--- src/rtl/sobel_edge_streamer.sv ---
// Tags the Sobel edge pixel stream with frame geometry and buffers it behind a valid/ready output.
// Optional build macro SOBEL_BINARIZE_EN stores thresholded pixels (8'hFF / 8'h00) instead of raw magnitudes.
module sobel_edge_streamer #(
  parameter int IMG_WIDTH  = 256,
  parameter int IMG_HEIGHT = 256,
  parameter int FIFO_DEPTH = 16
) (
  input  logic                            clk,
  input  logic                            rst,
  input  logic [7:0]                      edge_in,
  input  logic                            edge_in_valid,
  input  logic [7:0]                      threshold,
  input  logic                            overflow_clr,
  output logic [7:0]                      m_data,
  output logic                            m_valid,
  input  logic                            m_ready,
  output logic                            m_sof,
  output logic                            m_eol,
  output logic                            m_eof,
  output logic                            overflow,
  output logic [$clog2(FIFO_DEPTH):0]     fifo_level,
  output logic [15:0]                     frame_count
);

  localparam int DATA_W  = 8;
  localparam int ENTRY_W = DATA_W + 3;
  localparam int PTR_W   = $clog2(FIFO_DEPTH);
  localparam int LVL_W   = PTR_W + 1;
  localparam int COL_W   = (IMG_WIDTH  > 1) ? $clog2(IMG_WIDTH)  : 1;
  localparam int ROW_W   = (IMG_HEIGHT > 1) ? $clog2(IMG_HEIGHT) : 1;
  localparam logic [COL_W-1:0] COL_LAST = COL_W'(IMG_WIDTH - 1);
  localparam logic [ROW_W-1:0] ROW_LAST = ROW_W'(IMG_HEIGHT - 1);
  localparam logic [LVL_W-1:0] LVL_FULL = LVL_W'(FIFO_DEPTH);

  logic [ENTRY_W-1:0] mem_q [FIFO_DEPTH];
  logic [PTR_W-1:0]   wr_ptr_q, wr_ptr_d, rd_ptr_q, rd_ptr_d;
  logic [LVL_W-1:0]   level_q, level_d;
  logic [COL_W-1:0]   col_q, col_d;
  logic [ROW_W-1:0]   row_q, row_d;
  logic               overflow_q, overflow_d;
  logic [15:0]        frame_count_q, frame_count_d;

  logic               full, push, pop, drop;
  logic               tag_sof, tag_eol, tag_eof;
  logic [DATA_W-1:0]  wr_pix;
  logic [ENTRY_W-1:0] wr_entry, head;

`ifdef SOBEL_BINARIZE_EN
  always_comb wr_pix = (edge_in >= threshold) ? 8'hFF : 8'h00;
`else
  logic unused_threshold;
  assign unused_threshold = ^threshold;
  always_comb wr_pix = edge_in;
`endif

  assign head = mem_q[rd_ptr_q];

  always_comb begin
    full     = (level_q == LVL_FULL);
    pop      = (level_q != '0) && m_ready;
    // A full buffer still accepts a write when the head leaves on the same edge.
    push     = edge_in_valid && (!full || pop);
    drop     = edge_in_valid && full && !pop;
    tag_sof  = (col_q == '0) && (row_q == '0);
    tag_eol  = (col_q == COL_LAST);
    tag_eof  = tag_eol && (row_q == ROW_LAST);
    wr_entry = {tag_sof, tag_eol, tag_eof, wr_pix};

    col_d         = col_q;
    row_d         = row_q;
    wr_ptr_d      = wr_ptr_q;
    rd_ptr_d      = rd_ptr_q;
    level_d       = level_q;
    frame_count_d = frame_count_q;

    // Geometry follows every input pixel, dropped or not, so tags stay frame-aligned.
    if (edge_in_valid) begin
      if (col_q == COL_LAST) begin
        col_d = '0;
        row_d = (row_q == ROW_LAST) ? '0 : row_q + ROW_W'(1);
      end else begin
        col_d = col_q + COL_W'(1);
      end
    end

    if (push) wr_ptr_d = wr_ptr_q + PTR_W'(1);
    if (pop)  rd_ptr_d = rd_ptr_q + PTR_W'(1);

    case ({push, pop})
      2'b10:   level_d = level_q + LVL_W'(1);
      2'b01:   level_d = level_q - LVL_W'(1);
      default: level_d = level_q;
    endcase

    overflow_d = drop || (overflow_q && !overflow_clr);
    if (pop && head[DATA_W]) frame_count_d = frame_count_q + 16'd1;
  end

  always_ff @(posedge clk or posedge rst) begin
    if (rst) begin
      col_q         <= '0;
      row_q         <= '0;
      wr_ptr_q      <= '0;
      rd_ptr_q      <= '0;
      level_q       <= '0;
      overflow_q    <= 1'b0;
      frame_count_q <= '0;
    end else begin
      col_q         <= col_d;
      row_q         <= row_d;
      wr_ptr_q      <= wr_ptr_d;
      rd_ptr_q      <= rd_ptr_d;
      level_q       <= level_d;
      overflow_q    <= overflow_d;
      frame_count_q <= frame_count_d;
    end
  end

  always_ff @(posedge clk) begin
    if (push) mem_q[wr_ptr_q] <= wr_entry;
  end

  // Storage is never cleared, so outputs are masked while the buffer is empty.
  always_comb begin
    m_valid     = (level_q != '0);
    m_data      = m_valid ? head[DATA_W-1:0] : '0;
    m_sof       = m_valid && head[DATA_W+2];
    m_eol       = m_valid && head[DATA_W+1];
    m_eof       = m_valid && head[DATA_W];
    overflow    = overflow_q;
    fifo_level  = level_q;
    frame_count = frame_count_q;
  end

endmodule
--- config.mk ---
export PLATFORM = sky130hd
export DESIGN_NAME = sobel_edge_streamer
export DESIGN_NICKNAME = d
export VERILOG_FILES = /design/src/rtl/sobel_edge_streamer.sv
export SDC_FILE = /design/constraint.sdc
export NUM_CORES = 1
export LEC_CHECK = 0
export CELL_PAD_IN_SITES_DETAIL_PLACEMENT = 1
export CELL_PAD_IN_SITES_GLOBAL_PLACEMENT = 1
export CORE_ASPECT_RATIO = 1.4
export CORE_MARGIN = 2
export CORE_UTILIZATION = 32
export DETAILED_ROUTE_END_ITERATION = 8
export GPL_ROUTABILITY_DRIVEN = 0
export HOLD_SLACK_MARGIN = 0.1
export PLACE_DENSITY = 0.59
export SLEW_MARGIN = 20
export SYNTH_ARGS = -nofsm -noshare
export SYNTH_HDL_FRONTEND = slang
export SYNTH_SLANG_ARGS = --single-unit
--- constraint.sdc ---
create_clock -name clk -period 2.3 [get_ports clk]
set_input_delay 0.23 -clock clk [delete_from_list [all_inputs] [get_ports clk]]
set_output_delay 0.23 -clock clk [all_outputs]
set_load 0.1 [all_outputs]
Yosys cells after proc, flatten, opt, wreduce, memory -nomap -nowiden
Memories as Yosys holds them, arrays and structs flattened.
Index checks and enable logic that the tools add are counted.
{"block": "word_totals", "register_bits": 46, "ramBits": 176, "mem_count": 1}
{"block": "op_classes", "addsub": 7, "n_eq_ne": 5, "n_mux": 6, "n_reduce_logical": 21}
{"memory": "mem_q", "words": 16, "width": 11, "rd": 1, "rd_clocked_by_memory_dff": 0, "wr": 1, "line": "35", "source": "logic [ENTRY_W-1:0] mem_q [FIFO_DEPTH];"}
{"op": "8-bit two-way mux", "n": 3}
{"op": "16-bit by 1-bit adder with 16-bit output, second input constant", "n": 1}
{"op": "8-bit by 1-bit adder with 8-bit output, second input constant", "n": 2}
{"op": "8-bit equality test, second input constant", "n": 2}
{"op": "8-bit zero test", "n": 2}
{"op": "1-bit logical AND", "n": 11}
{"op": "5-bit one-hot mux with 2 select lines", "n": 1}
{"op": "4-bit by 1-bit adder with 4-bit output, second input constant", "n": 2}
{"op": "5-bit by 1-bit adder with 5-bit output, second input constant", "n": 1}
{"op": "5-bit equality test, second input constant", "n": 1}
{"op": "5-bit nonzero test", "n": 1}
{"op": "5-bit by 1-bit subtractor with 5-bit output, second input constant", "n": 1}
{"op": "1-bit zero test", "n": 3}
{"op": "2-bit by 1-bit equality test with 1-bit output, second input constant", "n": 1}
{"op": "2-bit equality test, second input constant", "n": 1}
{"op": "1-bit logical OR", "n": 2}
{"op": "1-bit two-way mux", "n": 2}
{"op": "2-bit AND reduction", "n": 1}
{"op": "2-bit nonzero test", "n": 1}

Logic depth before layout (Yosys ltp)
{"block": "depth", "word_depth": 6, "ltp_mapped": 10, "ltp_nobuf": 8}

Worst setup path before layout
No wires, ideal clock.
{"block": "synth_path", "path_type": "register to output", "start": "register level_q[2], in the netlist fifo_level[2]", "end": "output port m_eof", "arrival_time_ns": 3.080, "t_required_ns": 2.070, "slack_ns": -1.010, "stages_incl_launch_ff": 5, "path_buffers": 1, "path_cell_list": "dfrtp_1 > or4_4 > nor2_1 > clkbuf_1 > a21oi_1"}
{"block": "synth_via", "elab_chain_len": 2}
{"element": "from (decl)", "line": "37", "source": "logic [LVL_W-1:0] level_q, level_d;"}
{"element": "from (signal assigned)", "line": "113", "source": "level_q <= level_d;"}
{"element": "5-bit nonzero test", "line": "125", "source": "m_valid = (level_q != '0);"}
{"element": "1-bit logical AND", "line": "129", "source": "m_eof = m_valid && head[DATA_W];"}
{"element": "to (decl)", "line": "19", "source": "output logic m_eof,"}
Every way passes these cells.

Worst setup path in the final report
{"block": "layout_path", "start": "register rd_ptr_q[0]", "end": "output port m_eol"}
{"block": "layout_via", "elab_chain_len": 2}
{"element": "from (decl)", "line": "36", "source": "logic [PTR_W-1:0] wr_ptr_q, wr_ptr_d, rd_ptr_q, rd_ptr_d;"}
{"element": "from (signal assigned)", "line": "112", "source": "rd_ptr_q <= rd_ptr_d;"}
{"element": "memory read 16 x 11 bit"}
{"element": "1-bit logical AND", "line": "128", "source": "m_eol = m_valid && head[DATA_W+1];"}
{"element": "to (decl)", "line": "18", "source": "output logic m_eol,"}
Every way passes these cells.

==> impl_metrics.csv <==
group,metric,value,unit
global_routing,grt_util_all_layers,14.92,%
routing,num_vias,5097,
sta,hold_slack,0.2950,ns
routing,drt-pass1-iter-count,4,
sta,hold_viol,0,
sta,tns,-4.848,ns
sta,fmax,355.1,MHz
routing,top_layer,"met4",
status,violations,"negative setup slack",
layout,fillers,2729,
critical_path,cp-startpoint,"rd_ptr_q[0]$_DFFE_PP0N_",
placement,dpl.cell_count,962,
critical_path,cp-end-kind,"output pin",
critical_path,r2r-start,"fifo_level[1]$_DFFE_PP0P_",
yosys,synth_seq_cells,222,
routing,dr.first_iter.drc_count,252,
global_routing,grt_pass1_vias,5574,
sta,finalWorstSetupSlack,-0.5164,ns
critical_path,critPathKind,"reg2out",
layout,num_antenna_cells,0,
clock_tree,clkLatencyLatePin,0.51,ns
yosys,syn_area_per_cell,17.51,sq um
die,die_y,204.7,microns
clock_tree,cts_inserted_buffers,22,
routing,met3_length,607,microns
placement,dpl.hpwl,14070,microns
yosys,async_flop_share,20.72,%
sta,finalSetupViolations,24,
clock_tree,cts_max_level,1,
routing,wl_met1,9065,microns
clock_tree,cts_tree,"built",
die,start_util,32.43,%
power,p_per_area,1475,mW/mm^2
critical_path,rr_worst_depth,9,
layout,layout_common_cells,"edfxtp_1, buf_4, mux4_2",
routing,met2WireLength,12530,microns
sta,period_needed,2.816,ns
layout,syn_to_final_growth,29.57,%
power,leakagePower,4.201,nW
global_routing,grt_max_degree,46,
layout,fin_util,42.02,%
routing,ant_nets,0,
clock_tree,cts_sinks,222,
critical_path,start_kind,"flip-flop",
yosys,yosysWarnings,0,
min_path,whs_endpoint,"overflow$_DFF_PP0_",
sta,slew_violations,0,
critical_path,crit_fanout,8,
sta,rsz0062_at_grt,"true",
run,max_cap_violations,0,
yosys,ys_types,44,
sta,period_share,122.5,%
min_path,holdCritStartpoint,"overflow_clr",
yosys,synth_nets,559,
yosys,synth_edf_count,176,
yosys,ys_seq_area_share,69.87,%
routing,drt-vias-per-instance,4.997,
routing,drt-total-wl,22630,microns
layout,fin_cells,1020,
die,core.rowCount,73,
placement,portBuffers,46,
power,irDropWorstVdd,0.001287,V
sta,slew_headroom,59.06,%
global_routing,grt_pass1_wl,34130,microns
clock_tree,clock_tree.root_cell,"clkbuf_16",
status,status,"finished, violations left",
global_routing,antenna_found_initial,0,
critical_path,cp.arrival,2.59,ns
min_path,hold_depth,2,
die,dieArea,0.03018,sq mm
clock_tree,clockBufferDepth,3,
min_path,hold_path_class,"in2reg",
routing,drc,0,
sta,fin_skew,0.01298,ns
clock_tree,clkTransAtPathRegs,0.07,ns
yosys,synthFlopType,"edfxtp_1",
die,ios,55,
global_routing,overflow,0,
layout,final_common_cell,"edfxtp_1",
die,coreArea,0.02841,sq mm
die,die_w,147.4,microns
routing,wl_per_cell,22.18,microns
critical_path,r2r-end,"fifo_level[4]$_DFFE_PP0P_",
sta,worstMarginPinSlew,0.6141,ns
layout,nets,662,
layout,layout-drive-gt1-share,38.91,%
critical_path,worst_ep_required_time,2.07,ns
yosys,syn_inst,526,
yosys,syn_area,0.009211,sq mm
critical_path,rrSetupSlack,-0.07,ns
state kept, by name, summed over array words and instances, names as in the netlist:
signal / count
overflow: 1
wr_ptr_q: 4
mem_q: 176
fifo_level: 5
rd_ptr_q: 4
row_q: 8
frame_count: 16
col_q: 8
how the worst max path moves through the flow:
| stage | endpoint | cells past startpoint |
|---|---|---|
| floorplan | fifo_level[4]$_DFFE_PP0P_ | 10 |
| global placement | mem_q[6][3]$_DFFE_PP_ | 4 |
| detailed placement | mem_q[4][7]$_DFFE_PP_ | 4 |
| CTS | m_eol | 6 |
| global route | m_eol | 6 |
| finish | m_eol | 6 |
routing by layer:
| layer | global-route usage [%] | vias to the layer above |
|---|---|---|
| li1 | - | 2264 |
| met4 | 3.777 | 0 |
| met2 | 28.15 | 83 |
| met3 | 1.893 | 28 |
| met5 | 0 | - |
| met1 | 17.93 | 2722 |
power breakdown:
group	switching, W	total, W	internal [W]
registers	0.000446	0.00534	0.00490
logic	0.00484	0.00826	0.00342
clock network	0.00151	0.00401	0.00249
total	0.00680	0.0176	0.0108
metrics by stage:
stage	instance area, sq um	total power [W]	setup WS [ns]
floorplan	9385	0.01051	-0.4541
global placement	10640	0.01289	-0.04791
detailed placement	10640	0.01305	-0.1271
CTS	11710	0.01751	-0.5006
global route	11940	0.01830	-0.5532
finish	11940	0.01761	-0.5164
logic make-up after synthesis:
| logic type | Yosys count | synth area share, % |
|---|---|---|
| muxes | 62 | 13.66 |
| buffers and inverters | 37 | 1.861 |
| DFF | 222 | 69.87 |
| AOI/OAI and AO/OA | 36 | 3.056 |
| and+or+nand+nor | 120 | 6.398 |
| adders and majority gates | 12 | 1.630 |
| xor gates and xnor gates | 37 | 3.518 |
cells in the mapped netlist (8+ instances only):
| cell type | n | share of area [%] |
|---|---|---|
| clkbuf_1 | 8 | 0.33 |
| mux2i_1 | 8 | 0.87 |
| edfxtp_1 | 176 | 57 |
| nor2b_1 | 12 | 0.81 |
| dfrtp_1 | 46 | 12 |
| mux4_2 | 50 | 12 |
| nand2_1 | 26 | 1.1 |
| nor2_1 | 31 | 1.3 |
| nand3_1 | 17 | 0.92 |
| inv_1 | 11 | 0.45 |
| buf_2 | 11 | 0.60 |
| xnor2_1 | 14 | 1.3 |
| ha_1 | 12 | 1.6 |
| xor2_1 | 23 | 2.2 |
| nand4_1 | 12 | 0.81 |
area by class of cell:
type	count	area, sq um	area share [%]
Sequential cell	222	6457	54.10
Clock inverter	15	224.0	1.877
Timing Repair Buffer	105	1194	10.00
Inverter	11	48.80	0.4088
Tap cell	375	469.2	3.931
Clock buffer	25	583.1	4.885
Multi-Input combinational cell	267	2959	24.79
worst max-delay path, stage by stage, from the launching register on:
cell	delay (ns)
dfrtp_2	0.41
buf_12	0.15
buf_12	0.15
mux4_2	0.52
mux4_2	0.52
nor2b_4	0.16
buf_12	0.16
what timing repair did:
item,in CTS,in global routing
cloned,2,0
endpoints found under the hold margin,12,0
hold buffers,1,0
pin swaps,7,7
gates resized for setup,20,37
endpoints found under the setup margin,13,121
setup buffers,11,4
(Power assumes the default switching activity.)
